==> src/rtl/tanh_backward.sv <==
// tanh_backward: backward pass of the tanh activation, grad_output = grad_in * (1 - y^2), signed Q2.14.
// Three register stages, one sample accepted per cycle, result_valid follows en by three cycles.
module tanh_backward #(
   parameter int WIDTH = 16,
   parameter int FRAC  = 14
) (
   input  logic             clk,
   input  logic             rst_n,
   input  logic             en,
   input  logic [WIDTH-1:0] tanh_y,
   input  logic [WIDTH-1:0] grad_in,
   output logic             result_valid,
   output logic [WIDTH-1:0] grad_output
);

   localparam logic signed [WIDTH-1:0] ONE     = WIDTH'(1 << FRAC);
   localparam logic signed [WIDTH-1:0] NEG_ONE = -ONE;

   logic signed [WIDTH-1:0]   w_y;
   logic signed [WIDTH-1:0]   w_yClamp;
   logic signed [2*WIDTH-1:0] w_yWide;
   logic signed [2*WIDTH-1:0] w_sqProd;
   logic signed [2*WIDTH-1:0] w_sqShift;
   logic        [WIDTH-1:0]   w_sq;
   logic        [WIDTH-1:0]   w_d;
   logic signed [2*WIDTH-1:0] w_gWide;
   logic signed [2*WIDTH-1:0] w_dWide;
   logic signed [2*WIDTH-1:0] w_pProd;
   logic signed [2*WIDTH-1:0] w_pShift;

   logic [2:0]       r_v;
   logic [WIDTH-1:0] r_sq;
   logic [WIDTH-1:0] r_g1;
   logic [WIDTH-1:0] r_d;
   logic [WIDTH-1:0] r_g2;
   logic [WIDTH-1:0] r_out;

   // Inputs beyond +/-1.0 are not legal tanh outputs; clamping keeps sq within [0, 1.0].
   always_comb begin
      w_y = $signed(tanh_y);
      if (w_y > ONE)
         w_yClamp = ONE;
      else if (w_y < NEG_ONE)
         w_yClamp = NEG_ONE;
      else
         w_yClamp = w_y;
   end

   assign w_yWide   = (2*WIDTH)'(w_yClamp);
   assign w_sqProd  = w_yWide * w_yWide;
   assign w_sqShift = w_sqProd >>> FRAC;
   assign w_sq      = w_sqShift[WIDTH-1:0];

   assign w_d = ONE - r_sq;

   // d never exceeds 1.0, so the scaled product cannot overflow the output word.
   assign w_gWide  = (2*WIDTH)'($signed(r_g2));
   assign w_dWide  = (2*WIDTH)'($signed(r_d));
   assign w_pProd  = w_gWide * w_dWide;
   assign w_pShift = w_pProd >>> FRAC;

   always_ff @(posedge clk or negedge rst_n) begin
      if (!rst_n) begin
         r_v   <= '0;
         r_sq  <= '0;
         r_g1  <= '0;
         r_d   <= '0;
         r_g2  <= '0;
         r_out <= '0;
      end else begin
         r_v <= {r_v[1:0], en};
         if (en) begin
            r_sq <= w_sq;
            r_g1 <= grad_in;
         end
         if (r_v[0]) begin
            r_d  <= w_d;
            r_g2 <= r_g1;
         end
         if (r_v[1])
            r_out <= w_pShift[WIDTH-1:0];
      end
   end

   assign result_valid = r_v[2];
   assign grad_output  = r_out;

endmodule

==> config.mk <==
export PLATFORM = sky130hd
export DESIGN_NAME = tanh_backward
export DESIGN_NICKNAME = d
export VERILOG_FILES = /design/src/rtl/tanh_backward.sv
export SDC_FILE = /design/constraint.sdc
export NUM_CORES = 1
export LEC_CHECK = 0
export CAP_MARGIN = 10
export CORE_ASPECT_RATIO = 0.7
export CORE_MARGIN = 4
export CORE_UTILIZATION = 55
export CTS_BUF_LIST = sky130_fd_sc_hd__clkbuf_2 sky130_fd_sc_hd__clkbuf_4 sky130_fd_sc_hd__clkbuf_8
export DETAILED_ROUTE_END_ITERATION = 6
export DONT_BUFFER_PORTS = 1
export PLACE_DENSITY = 0.73
export SYNTH_ARGS = -nofsm -noshare
export SYNTH_HDL_FRONTEND = slang
export SYNTH_SLANG_ARGS = --single-unit
==> constraint.sdc <==
create_clock -name clk -period 8.1 [get_ports clk]
set_clock_uncertainty 0.1 [all_clocks]
set_input_delay 0.405 -clock clk [delete_from_list [all_inputs] [get_ports clk]]
set_output_delay 0.405 -clock clk [all_outputs]
set_load 0.05 [all_outputs]
# Yosys cells after proc, flatten, opt, wreduce, memory -nomap -nowiden
# Index checks and enable logic that the tools add are counted.
totals:
  reg_bits: 83
  inputBits: 35
  output_inout_bits: 17
  elab_cells: 13
classes:
  add_sub_neg: 1
  multipliers: 2
  magnitude_cmp: 2
  muxes: 2
op_table:
  columns: ["cell", "count"]
  rows:
  - ["multiplier 16 x 16 -> 30 bit", 2]
  - ["2-to-1 mux 16 bit", 2]
  - ["greater-than comparator 16 bit, second input constant", 1]
  - ["less-than comparator 16 x 15 -> 1 bit, second input constant", 1]
  - ["subtractor 15 x 16 -> 16 bit, first input constant", 1]

# Longest topological paths before layout
# Gate-level depths: netlist of the first run.
logic_depth:
  depth_word: 4
  ltp_mapped: 29
  ltp_nobuf: 28

# Worst setup path before layout of the first run
# Ideal clock, no wire load.
synth_timing:
  path_kind: "input port to flip-flop"
  startpoint: "input tanh_y[2]"
  endpoint: "register r_sq[14]"
  setup_time_ns: 0.125
  arrival_time_ns: 6.742
  t_required_ns: 7.875
  slack_ns: 1.134
  cell_stages: 26
  n_path_buf: 1
  path_cell_list: "clkbuf_1 nor4_1 nand4_1 a21boi_1 and2_1 inv_1 nor2_1 fa_1 inv_1 fa_1 fa_1 inv_1 fa_1 fa_1 inv_1 fa_1 inv_1 ha_1 nand2_1 nor3_1 nand4_2 a41oi_4 a31oi_4 o311ai_4 xor2_1 mux2_2"
synth_between:
  elab_chain_cells: 4
  word_cells_on_any_way: 5
  classes_between: "mul: 1; order compare: 2; mux: 2"
synth_rtl:
  columns: ["element", "line", "source"]
  rows:
  - ["start: declaration", "10", "input logic [WIDTH-1:0] tanh_y,"]
  - ["less-than comparator 16 x 15 -> 1 bit", "43", "else if (w_y < NEG_ONE)"]
  - ["2-to-1 mux 16 bit", "43", null]
  - ["2-to-1 mux 16 bit *", "41", "if (w_y > ONE)"]
  - ["multiplier 16 x 16 -> 30 bit *", "50", "assign w_sqProd = w_yWide * w_yWide;"]
  - ["end signal: assignment", "73", "r_sq <= w_sq;"]
  - ["end: declaration", "32", "logic [WIDTH-1:0] r_sq;"]
# Mark *: on every way between the ends. The rest lies on a longest branch, timed or not.
# A chain may end at the register's enable or synchronous reset.

# Final worst setup path of the first run
# Ends and elaborated chain as after synthesis.

==> reports/qor.tcl, run 1 <==
set qor(fin_setup_tns_ns) 0
set qor(worst-slew-pin-transition_ns) 0.7887
set qor(yosysWarnings) 0
set qor(drtIter0Drc) 849
set qor(worst_slew_margin_rel_pct) 47.42
set qor(place_congestion) 0.9473
set qor(netlist-cell-type-count) 64
set qor(clk_transition_reported_paths_ns) 0.10
set qor(final_wirelength_mm) 44.03
set qor(worst-r2r-cell-count) 19
set qor(status) {finished, final reports clean}
set qor(critical_path_data_arrival_time_ns) 7.52
set qor(maxSlewViolCount) 0
set qor(first_global_vias) 15350
set qor(remaining_drc_errors) 0
set qor(worst_setup_path_startpoint) {tanh_y[2]}
set qor(initial_utilization_pct) 56.52
set qor(r2r_slack_ns) 1.19
set qor(num_rows) 58
set qor(slowest_stage) {sky130_fd_sc_hd__a21boi_1}
set qor(hold_class) {input port to register}
set qor(wire_length_of_the_first_global_routing_pass_mm) 77.45
set qor(timing.max_cap.violations) 0
set qor(ys_dominant_reg_cell) {sky130_fd_sc_hd__dfrtp_1}
set qor(fmax_ghz) 0.1362
set qor(critPathMaxFanout) 9
set qor(layout.cell_area.non_filler_um2) 21220
set qor(detailed_place_hpwl_mm) 37.26
set qor(postCtsSetupRepairBufs) 0
set qor(synth_async_sr_flop_share_pct) 100.0
set qor(finalCritPeriodShare_pct) 90.64
set qor(synth-edff-count) 0
set qor(post_drt_via_cell_ratio) 5.353
set qor(min_period_ns) 7.342
set qor(hold_violations) 0
set qor(core_region_area_um2) 36430
set qor(grt_max_degree) 84
set qor(summed_instance_area_of_the_synthesized_netlist_um2) 20590
set qor(cts.hold.buffers_added) 3
set qor(cp-start-kind) {input port}
set qor(wl_per_cell_um) 17.31
set qor(cts.htree.levels) 3
set qor(die_height_um) 169.9
set qor(drtPass1Iterations) 5
set qor(worst-setup-path-type) {input port to register}
set qor(end_kind) {register}
set qor(rsz0062_at_grt) {no}
set qor(final_nets) 2717
set qor(crit-reg2reg-launch) {r_g2[15]}
set qor(count_of_nets_left_with_antenna_violations_after_detail_routing) 0
set qor(port_buffers) 0
set qor(die_x_um) 239.3
set qor(placed_inst_area_um2) 20980
set qor(antenna_found_initial) 2
set qor(cts_buffer_depth) 2
set qor(grt_remaining_overflow) 0
set qor(crit_path_frequent_cell) {sky130_fd_sc_hd__fa_1}
set qor(worstSkewPairLatency_ns) 0.39
set qor(grt.total_usage_pct) 23.83
set qor(via_count) 13620
set qor(end_of_the_critical_path) {r_sq[14]}
set qor(setup_viol_count_final) 0
set qor(cts_tree) {built}
set qor(flop_and_latch_count_out_of_synthesis) 83
set qor(proportion_of_layout_cells_with_a_drive_suffix_above_1_pct) 5.477
set qor(max_stage_delay_ns) 0.56
set qor(ctsResizeCount) 0
set qor(clk_root_buffer_cell) {sky130_fd_sc_hd__clkbuf_8}
set qor(io-pin-count) 52
set qor(worst_ep_required_time_ns) 8.28
set qor(cts-buffers-inserted) 9
set qor(yosysSeqAreaShare_pct) 10.09
set qor(timing.rr.end) {grad_output[14]}
set qor(die_area_um2) 40650
set qor(postSynthAreaPerCell_um2) 9.750
set qor(synthesis.nets) 2770
set qor(syn2layout_area_growth_pct) 3.075
set qor(post_synth_inst_count) 2112
set qor(cts_num_sinks) 83
## per-layer routing
layer | track usage, % | share of wire, %
met3 | 5.848 | 8.5
met1 | 34.54 | 44
met2 | 37.90 | 46
met4 | 3.329 | 1.2
met5 | 1.166 | 0.14
## sequential cells by signal (all words and copies together), names as in the netlist
register / cells
grad_output: 16
r_v: 3
r_d: 16
r_g1: 16
r_g2: 16
r_sq: 16
## critical path, delay by kind of cell
family / cells / cell delay, ns
fa+ha+maj: 7 / 3.21
mux: 1 / 0.27
xor+xnor: 1 / 0.11
buf+inv: 5 / 0.43
simple gates: 7 / 1.58
compound gates: 4 / 1.50
## Yosys cell counts (2+ instances only)
master / number / share of area, %
sky130_fd_sc_hd__fa_1: 469 / 46
sky130_fd_sc_hd__nor3_1: 9 / 0.22
sky130_fd_sc_hd__nand4_1: 8 / 0.24
sky130_fd_sc_hd__a21boi_0: 2 / 0.073
sky130_fd_sc_hd__nand2_1: 210 / 3.8
sky130_fd_sc_hd__o21ai_1: 2 / 0.049
sky130_fd_sc_hd__nor4_1: 6 / 0.18
sky130_fd_sc_hd__ha_1: 154 / 9.4
sky130_fd_sc_hd__o21ai_0: 16 / 0.39
sky130_fd_sc_hd__o211ai_1: 2 / 0.073
sky130_fd_sc_hd__a21o_1: 19 / 0.69
sky130_fd_sc_hd__nand3_1: 31 / 0.75
sky130_fd_sc_hd__a31o_2: 2 / 0.085
sky130_fd_sc_hd__and3_1: 34 / 1.0
sky130_fd_sc_hd__o21a_1: 7 / 0.26
sky130_fd_sc_hd__xor2_1: 22 / 0.94
sky130_fd_sc_hd__a31oi_1: 2 / 0.061
sky130_fd_sc_hd__a311oi_2: 2 / 0.15
sky130_fd_sc_hd__a211o_1: 3 / 0.13
sky130_fd_sc_hd__inv_1: 584 / 11
sky130_fd_sc_hd__o311ai_0: 2 / 0.085
sky130_fd_sc_hd__a211oi_2: 3 / 0.18
sky130_fd_sc_hd__nor2b_1: 15 / 0.46
sky130_fd_sc_hd__nor2_1: 34 / 0.62
sky130_fd_sc_hd__o21bai_1: 4 / 0.15
sky130_fd_sc_hd__dfrtp_1: 83 / 10
sky130_fd_sc_hd__a211oi_1: 4 / 0.15
sky130_fd_sc_hd__mux2_2: 63 / 3.4
sky130_fd_sc_hd__a21oi_1: 22 / 0.53
sky130_fd_sc_hd__o2111ai_1: 2 / 0.085
sky130_fd_sc_hd__or3_1: 2 / 0.061
sky130_fd_sc_hd__o31ai_1: 3 / 0.11
sky130_fd_sc_hd__xnor2_1: 50 / 2.1
sky130_fd_sc_hd__nand2b_1: 20 / 0.61
sky130_fd_sc_hd__and4_1: 2 / 0.085
sky130_fd_sc_hd__clkbuf_1: 76 / 1.4
sky130_fd_sc_hd__and2_1: 114 / 3.5
sky130_fd_sc_hd__clkbuf_2: 2 / 0.049
sky130_fd_sc_hd__a221oi_1: 2 / 0.085
## stage by stage
step	setup slack, ns	hold slack [ns]	instances	util, %
after detailed placement	0.4571	0.01161	2525	57.58
after global placement	0.6564	0.01219	2525	57.58
final	0.7580	0.04625	2544	58.26
after CTS	0.8551	0.01303	2543	58.25
after global routing	0.3755	0.01135	2544	58.26
after floorplan	1.134	0.009409	2112	-
## cell usage in the layout, fill, tap and decap left out, types with 3 or more instances in the layout
cell and count:
sky130_fd_sc_hd__a211o_1 3, sky130_fd_sc_hd__a211oi_1 4, sky130_fd_sc_hd__a211oi_2 3, sky130_fd_sc_hd__a21o_1 19, sky130_fd_sc_hd__a21oi_1 22, sky130_fd_sc_hd__and2_1 114
sky130_fd_sc_hd__and3_1 34, sky130_fd_sc_hd__buf_4 13, sky130_fd_sc_hd__clkbuf_8 9, sky130_fd_sc_hd__dfrtp_1 83, sky130_fd_sc_hd__fa_1 469, sky130_fd_sc_hd__ha_1 154
sky130_fd_sc_hd__inv_1 584, sky130_fd_sc_hd__inv_6 3, sky130_fd_sc_hd__mux2_2 63, sky130_fd_sc_hd__nand2_1 210, sky130_fd_sc_hd__nand2b_1 20, sky130_fd_sc_hd__nand3_1 31
sky130_fd_sc_hd__nand4_1 8, sky130_fd_sc_hd__nor2_1 34, sky130_fd_sc_hd__nor2b_1 15, sky130_fd_sc_hd__nor3_1 9, sky130_fd_sc_hd__nor4_1 6, sky130_fd_sc_hd__o21a_1 7
sky130_fd_sc_hd__o21ai_0 16, sky130_fd_sc_hd__o21bai_1 4, sky130_fd_sc_hd__o31ai_1 3, sky130_fd_sc_hd__xnor2_1 50, sky130_fd_sc_hd__xor2_1 22
## area by class of cell
type                            instances  area (um^2)
Multi-Input combinational cell       1365        16010
Fill cell                            3167        15210
Inverter                              584         2192
Sequential cell                        83         2077
Tap cell                              480        600.6
Timing Repair Buffer                   16        145.1
Clock buffer                            9        123.9
Clock inverter                          6        72.57
Antenna cell                            1        2.502
## worst min path at each step
| stage | from | endpoint | slack [ns] | cells past startpoint |
|---|---|---|---|---|
| after floorplan | rst_n | grad_output[0] | 0.009 | 0 |
| after global placement | rst_n | grad_output[1] | 0.01 | 0 |
| after detailed placement | rst_n | grad_output[1] | 0.01 | 0 |
| after CTS | en | r_sq[13] | 0.01 | 1 |
| after global routing | en | r_sq[13] | 0.01 | 1 |
| final | en | r_sq[13] | 0.05 | 1 |
## cells by family after synthesis
family / count (synthesis) / synth area share, %
multiplexers: 65 / 3.567
AND/OR/NAND/NOR: 490 / 11.80
AO/OA/AOI/OAI: 114 / 4.290
buffers and inverters: 664 / 12.16
flip-flops: 83 / 10.09
XOR/XNOR: 73 / 3.142
adder cells (fa/ha/maj): 623 / 54.96
Power of run 1 is left out: the tool's default activity adds up to more than one toggle a clock period on the data nets, which glitch-free logic cannot reach.
==> run 2, diff against run 1 <==
GPL_TIMING_DRIVEN = 0   (was default)
clock period = 8 ns   (was 8.1 ns; I/O delays follow)
==> run 2 against run 1 <==
Critical endpoint is now grad_output[14]. Critical path depth fell by 2. Core utilization rose by 0.68 points. Final cell count rose by 2.7%. First-iteration DRC count rose by 60%. Non-clock buffer count rose by 67. Flip-flop and latch count did not move. Highest routed layer unchanged. Via count rose by 3.9%.
==> reports/qor.tcl, run 2 (synthesis gave the netlist of run 1 again) <==
set qor(cts_buffer_depth) 2
set qor(initial_utilization_pct) 56.52
set qor(cts.htree.levels) 3
set qor(grt.total_usage_pct) 25.58
set qor(crit_path_frequent_cell) {sky130_fd_sc_hd__fa_1}
set qor(routedLengthMet1_mm) 21.35
set qor(critPathMaxFanout) 10
set qor(placed_inst_area_um2) 21190
set qor(timing.max_cap.violations) 0
set qor(post_drt_via_cell_ratio) 5.417
set qor(cts-buffers-inserted) 9
set qor(cts_num_sinks) 83
set qor(setup_viol_count_final) 0
set qor(worstSkewPairLatency_ns) 0.40
set qor(layout.core_utilization_pct) 58.94
set qor(fin_hold_ws_ns) 0.04321
set qor(slowest_stage) {sky130_fd_sc_hd__clkbuf_1}
set qor(remaining_drc_errors) 0
set qor(first_global_vias) 15710
set qor(hold_class) {input port to register}
set qor(final_wirelength_mm) 47.92
set qor(end_kind) {register}
set qor(final_nets) 2784
set qor(antenna_found_initial) 4
set qor(core_region_area_um2) 36430
set qor(count_of_nets_left_with_antenna_violations_after_detail_routing) 0
set qor(io-pin-count) 52
set qor(detailed_place_hpwl_mm) 41.55
set qor(die_height_um) 169.9
set qor(cp-start-kind) {register}
set qor(path_delay_family) {adder cells}
set qor(fmax_ghz) 0.1307
set qor(final_cell_mix) {sky130_fd_sc_hd__inv_1, sky130_fd_sc_hd__fa_1, sky130_fd_sc_hd__nand2_1}
set qor(highest-signal-layer) {met5}
set qor(clk_root_buffer_cell) {sky130_fd_sc_hd__clkbuf_8}
set qor(finalCritPeriodShare_pct) 95.67
set qor(via_count) 14150
set qor(detailroute.wirelength.met3_mm) 5.042
set qor(worst_slew_margin_rel_pct) 44.70
set qor(proportion_of_layout_cells_with_a_drive_suffix_above_1_pct) 5.021
set qor(wl_per_cell_um) 18.35
set qor(num_rows) 58
set qor(die_area_um2) 40650
set qor(worst-setup-path-type) {register to register}
set qor(port_buffers) 0
set qor(place_congestion) 0.9922
set qor(min_period_ns) 7.654
set qor(drtPass1Iterations) 5
set qor(grt_max_degree) 84
set qor(worstPathCellList) {clkbuf_1 -> clkbuf_1 -> nand2_1 -> fa_1 -> inv_1 -> fa_1 -> inv_1 -> fa_1 -> inv_1 -> fa_1 -> inv_1 -> fa_1 -> inv_1 -> fa_1 -> ha_1 -> a211oi_2 -> nand2_1 -> a211o_1 -> o2111ai_1 -> a211oi_2 -> o21a_1 -> o311ai_0 -> o21ai_0}
set qor(status) {finished, final reports clean}
set qor(critical_path_data_arrival_time_ns) 7.82
set qor(grt_remaining_overflow) 0
set qor(die_x_um) 239.3
set qor(worst_ep_required_time_ns) 8.17
set qor(clk_transition_reported_paths_ns) 0.11
set qor(critical_path.n_buffers_inverters) 7
set qor(fin_setup_tns_ns) 0
set qor(final_common_cell) {sky130_fd_sc_hd__inv_1}
set qor(wire_length_of_the_first_global_routing_pass_mm) 81.33
set qor(syn2layout_area_growth_pct) 4.278
set qor(max_stage_delay_ns) 0.66
set qor(worst-slew-pin-transition_ns) 0.8294
set qor(postCtsSetupRepairBufs) 0
set qor(maxSlewViolCount) 0
set qor(layout.cell_area.non_filler_um2) 21470
set qor(cts_tree) {built}
set qor(wl_met2_mm) 20.73
set qor(hold_violations) 0
set qor(drtIter0Drc) 1357
-- run 2: metal layers --
metal	global-route usage [%]	vias up
met5	0.9324	-
met4	3.405	4
met3	7.160	70
met2	38.47	566
met1	38.49	7252
li1	-	6256
-- run 2: worst paths after layout --
path                            slack [ns]               to  depth (start not counted)  startpoint
worst min-delay path                  0.04          r_g1[1]                          1  grad_in[1]
worst max register to register        0.35  grad_output[14]                         23      r_d[7]
worst min register to register        0.30           r_v[2]                          0      r_v[1]
min in group asynchronous             0.47          r_g1[0]                          2       rst_n
max in group asynchronous             6.96          r_d[11]                          2       rst_n
worst max-delay path                  0.35  grad_output[14]                         23      r_d[7]
-- run 2: per-stage QoR --
| stage | worst slack, ns | std cells |
|---|---|---|
| 4_1_cts | 0.2531 | 2611 |
| 3_3_place_gp | -0.1173 | 2592 |
| 3_5_place_dp | -0.1500 | 2592 |
| 5_1_grt | -0.02285 | 2612 |
| 2_1_floorplan | 1.039 | 2112 |
| 6_report | 0.3461 | 2612 |
-- run 2: cell type report --
cell class,instances,area (um^2)
Fill cell,3156,14960
Tap cell,480,600.6
Buffer,80,312.8
Inverter,584,2192
Clock inverter,7,93.84
Timing Repair Buffer,3,47.55
Sequential cell,83,2077
Multi-Input combinational cell,1365,16020
Clock buffer,9,123.9
Antenna cell,1,2.502
-- run 2: worst register-to-register path: stages, from the launching register on --
cell and delay, ns:
sky130_fd_sc_hd__dfrtp_1 0.33, sky130_fd_sc_hd__clkbuf_1 0.48, sky130_fd_sc_hd__clkbuf_1 0.66, sky130_fd_sc_hd__nand2_1 0.18, sky130_fd_sc_hd__fa_1 0.56, sky130_fd_sc_hd__inv_1 0.05
sky130_fd_sc_hd__fa_1 0.50, sky130_fd_sc_hd__inv_1 0.05, sky130_fd_sc_hd__fa_1 0.54, sky130_fd_sc_hd__inv_1 0.06, sky130_fd_sc_hd__fa_1 0.47, sky130_fd_sc_hd__inv_1 0.05
sky130_fd_sc_hd__fa_1 0.47, sky130_fd_sc_hd__inv_1 0.05, sky130_fd_sc_hd__fa_1 0.37, sky130_fd_sc_hd__ha_1 0.36, sky130_fd_sc_hd__a211oi_2 0.25, sky130_fd_sc_hd__nand2_1 0.14
sky130_fd_sc_hd__a211o_1 0.37, sky130_fd_sc_hd__o2111ai_1 0.60, sky130_fd_sc_hd__a211oi_2 0.25, sky130_fd_sc_hd__o21a_1 0.24, sky130_fd_sc_hd__o311ai_0 0.26, sky130_fd_sc_hd__o21ai_0 0.14
-- run 2: timing repair --
item / 4_1_cts / 5_1_grt
resized for setup: 0 / 4
endpoints found under the setup margin: 0 / 6
endpoints found under the hold margin: 84 / 0
hold buffers: 3 / 0
Power of run 2 is left out for the same reason.
==> run 3, diff against run 2 <==
--- a/config.mk
+++ b/config.mk
@@ -15,3 +15,3 @@
 export GPL_TIMING_DRIVEN = 0
-export PLACE_DENSITY = 0.73
+export PLACE_DENSITY = 0.76
 export SYNTH_ARGS = -nofsm -noshare
@@ -19 +19,2 @@
 export SYNTH_SLANG_ARGS = --single-unit
+export TNS_END_PERCENT = 5
==> constraint.sdc (replaced) <==
create_clock -name clk -period 6.8 [get_ports clk]
set_clock_uncertainty 0.1 [all_clocks]
set_input_delay 0.68 -clock clk [delete_from_list [all_inputs] [get_ports clk]]
set_output_delay 0.68 -clock clk [all_outputs]
set_load 0.05 [all_outputs]
==> run 3 against run 2 <==
The flow now finishes with violations (negative setup slack). Die area unchanged. First-iteration DRC count fell by 27%. Count of clock-buffer cells in the layout is the same. Via count increased by 0.35%. Worst setup slack got worse by 0.44 ns. Core utilization grew 2.5 points. Sequential share of layout area shrank 0.30 points. Largest cell class unchanged. Final cell count increased by 0.96%. Hold slack better by 0.011 ns. Critical path depth increased by 4.
==> reports/qor.tcl, run 3 (synthesis gave the netlist of run 1 again) <==
set qor(core_region_area_um2) 36430
set qor(worst-setup-path-type) {input port to register}
set qor(num_rows) 58
set qor(wl_per_cell_um) 18.31
set qor(count_of_nets_left_with_antenna_violations_after_detail_routing) 0
set qor(rsz0062_at_grt) {yes}
set qor(final_cell_mix) {sky130_fd_sc_hd__inv_1, sky130_fd_sc_hd__fa_1, sky130_fd_sc_hd__nand2_1}
set qor(port_buffers) 0
set qor(failed_checks) {negative setup slack}
set qor(final_common_cell) {sky130_fd_sc_hd__inv_1}
set qor(timing.max_cap.violations) 0
set qor(fmax_ghz) 0.1450
set qor(remaining_drc_errors) 0
set qor(detailed_place_hpwl_mm) 40.99
set qor(crit-reg2reg-launch) {r_g2[1]}
set qor(io-pin-count) 52
set qor(worst_setup_path_startpoint) {tanh_y[9]}
set qor(proportion_of_layout_cells_with_a_drive_suffix_above_1_pct) 12.95
set qor(via_count) 14200
set qor(cts-buffers-inserted) 9
set qor(finalCritPeriodShare_pct) 101.4
set qor(pre_cts_slack_ns) -0.8112
set qor(multi_input_area_um2) 16480
set qor(worst-r2r-cell-count) 20
set qor(ff_latch_area_um2) 2097
set qor(grt.total_usage_pct) 25.22
set qor(end_of_the_critical_path) {r_sq[12]}
set qor(cts_num_sinks) 83
set qor(die_height_um) 169.9
set qor(worst_ep_required_time_ns) 6.97
set qor(status) {finished with violations}
set qor(worstSkewPairLatency_ns) 0.38
set qor(timing.rr.end) {grad_output[14]}
set qor(first_global_vias) 15870
set qor(post_drt_via_cell_ratio) 5.384
set qor(cts.htree.levels) 3
set qor(critical_path_data_arrival_time_ns) 7.07
set qor(setup_viol_count_final) 6
set qor(layout.cell_area.non_filler_um2) 22370
set qor(initial_utilization_pct) 56.52
set qor(grt_max_degree) 84
set qor(layout_setup_ws_ns) -0.09659
set qor(die_x_um) 239.3
set qor(fin_setup_tns_ns) -0.4839
set qor(cp-start-kind) {input port}
set qor(min_period_ns) 6.897
set qor(worst_slew_margin_rel_pct) 44.92
set qor(cts_buffer_depth) 2
set qor(grt_remaining_overflow) 0
set qor(maxSlewViolCount) 0
set qor(hold_violations) 0
set qor(fillers) 2977
set qor(final_nets) 2807
set qor(hold_class) {input port to async pin}
set qor(drtIter0Drc) 992
set qor(final_wirelength_mm) 48.29
set qor(cts_tree) {built}
set qor(syn2layout_area_growth_pct) 8.635
set qor(die_area_um2) 40650
set qor(placed_inst_area_um2) 21330
set qor(wire_length_of_the_first_global_routing_pass_mm) 80.67
set qor(drtPass1Iterations) 6
set qor(r2r_slack_ns) 0.13
set qor(clk_root_buffer_cell) {sky130_fd_sc_hd__clkbuf_8}
set qor(worst-slew-pin-transition_ns) 0.8262
set qor(critPathMaxFanout) 5
set qor(place_congestion) 1.010
set qor(antenna_found_initial) 3
set qor(clk_transition_reported_paths_ns) 0.10
set qor(end_kind) {register}
-- run 3: cell count changes in the layout (fill, tap and decap cells not counted), moves of 8 or more --
cell                       change
sky130_fd_sc_hd__fa_1         -12
sky130_fd_sc_hd__nand3_1       -8
sky130_fd_sc_hd__clkbuf_2     +10
sky130_fd_sc_hd__dfrtp_1      -16
sky130_fd_sc_hd__fa_2         +12
sky130_fd_sc_hd__clkbuf_4     +14
sky130_fd_sc_hd__dfrtp_2      +16
sky130_fd_sc_hd__buf_4        +36
sky130_fd_sc_hd__inv_2        +11
sky130_fd_sc_hd__clkbuf_1     -50
sky130_fd_sc_hd__nand2_1       -9
sky130_fd_sc_hd__inv_1        -14
-- run 3: final cells by class --
class                           count  area share (%)
Antenna cell                        3         0.03356
Buffer                             67           1.868
Clock buffer                        9          0.5538
Clock inverter                      7          0.4307
Inverter                          584           9.861
Multi-Input combinational cell   1365           73.67
Sequential cell                    83           9.375
Tap cell                          480           2.685
Timing Repair Buffer               39           1.521
-- run 3: timing repair --
action	in CTS	in global routing
resized for setup	86	107
hold endpoints to repair	83	0
endpoints found under the setup margin	23	24
pin swaps	30	45
buffers inserted	20	18
hold buffers	1	0
-- run 3: worst min-delay path by stage --
stage          startpoint              to
2_1_floorplan      r_v[0]          r_v[1]
3_3_place_gp       r_v[1]          r_v[2]
3_5_place_dp       r_v[1]          r_v[2]
4_1_cts             rst_n  grad_output[1]
5_1_grt             rst_n  grad_output[0]
6_report            rst_n  grad_output[1]
-- run 3: layer usage --
metal / up-vias / global-route usage (%) / wire length [um]
met5: - / 0 / 13
met4: 2 / 5.801 / 1315
met3: 98 / 7.711 / 4818
met2: 559 / 37.98 / 20910
met1: 7246 / 36.49 / 21230
li1: 6293 / - / -
-- run 3: critical path: stages --
cell and delay, ns:
sky130_fd_sc_hd__clkbuf_16 0.13, sky130_fd_sc_hd__nor4_4 0.23, sky130_fd_sc_hd__nand4_1 0.25, sky130_fd_sc_hd__a21boi_4 0.27, sky130_fd_sc_hd__buf_12 0.16, sky130_fd_sc_hd__nand2_8 0.07, sky130_fd_sc_hd__inv_6 0.07, sky130_fd_sc_hd__nand3_2 0.07
sky130_fd_sc_hd__fa_2 0.60, sky130_fd_sc_hd__fa_2 0.45, sky130_fd_sc_hd__fa_2 0.54, sky130_fd_sc_hd__inv_2 0.04, sky130_fd_sc_hd__fa_2 0.44, sky130_fd_sc_hd__fa_1 0.53, sky130_fd_sc_hd__inv_2 0.04, sky130_fd_sc_hd__fa_1 0.51
sky130_fd_sc_hd__inv_2 0.05, sky130_fd_sc_hd__ha_4 0.30, sky130_fd_sc_hd__nand2_4 0.06, sky130_fd_sc_hd__nor3_4 0.20, sky130_fd_sc_hd__nand4_4 0.14, sky130_fd_sc_hd__a41oi_4 0.36, sky130_fd_sc_hd__a31oi_4 0.19, sky130_fd_sc_hd__buf_4 0.17
sky130_fd_sc_hd__o21ai_2 0.16, sky130_fd_sc_hd__xor2_1 0.08, sky130_fd_sc_hd__mux2_2 0.26
-- run 3: per-stage QoR --
stage,util (%),cells,hold slack (ns)
floorplan,-,2112,0.2519
global placement,58.56,2592,0.2558
detailed placement,58.56,2592,0.2806
CTS,60.30,2618,0.08708
global route,61.40,2636,0.07252
finish,61.40,2637,0.05462
Power of run 3 is left out for the same reason.
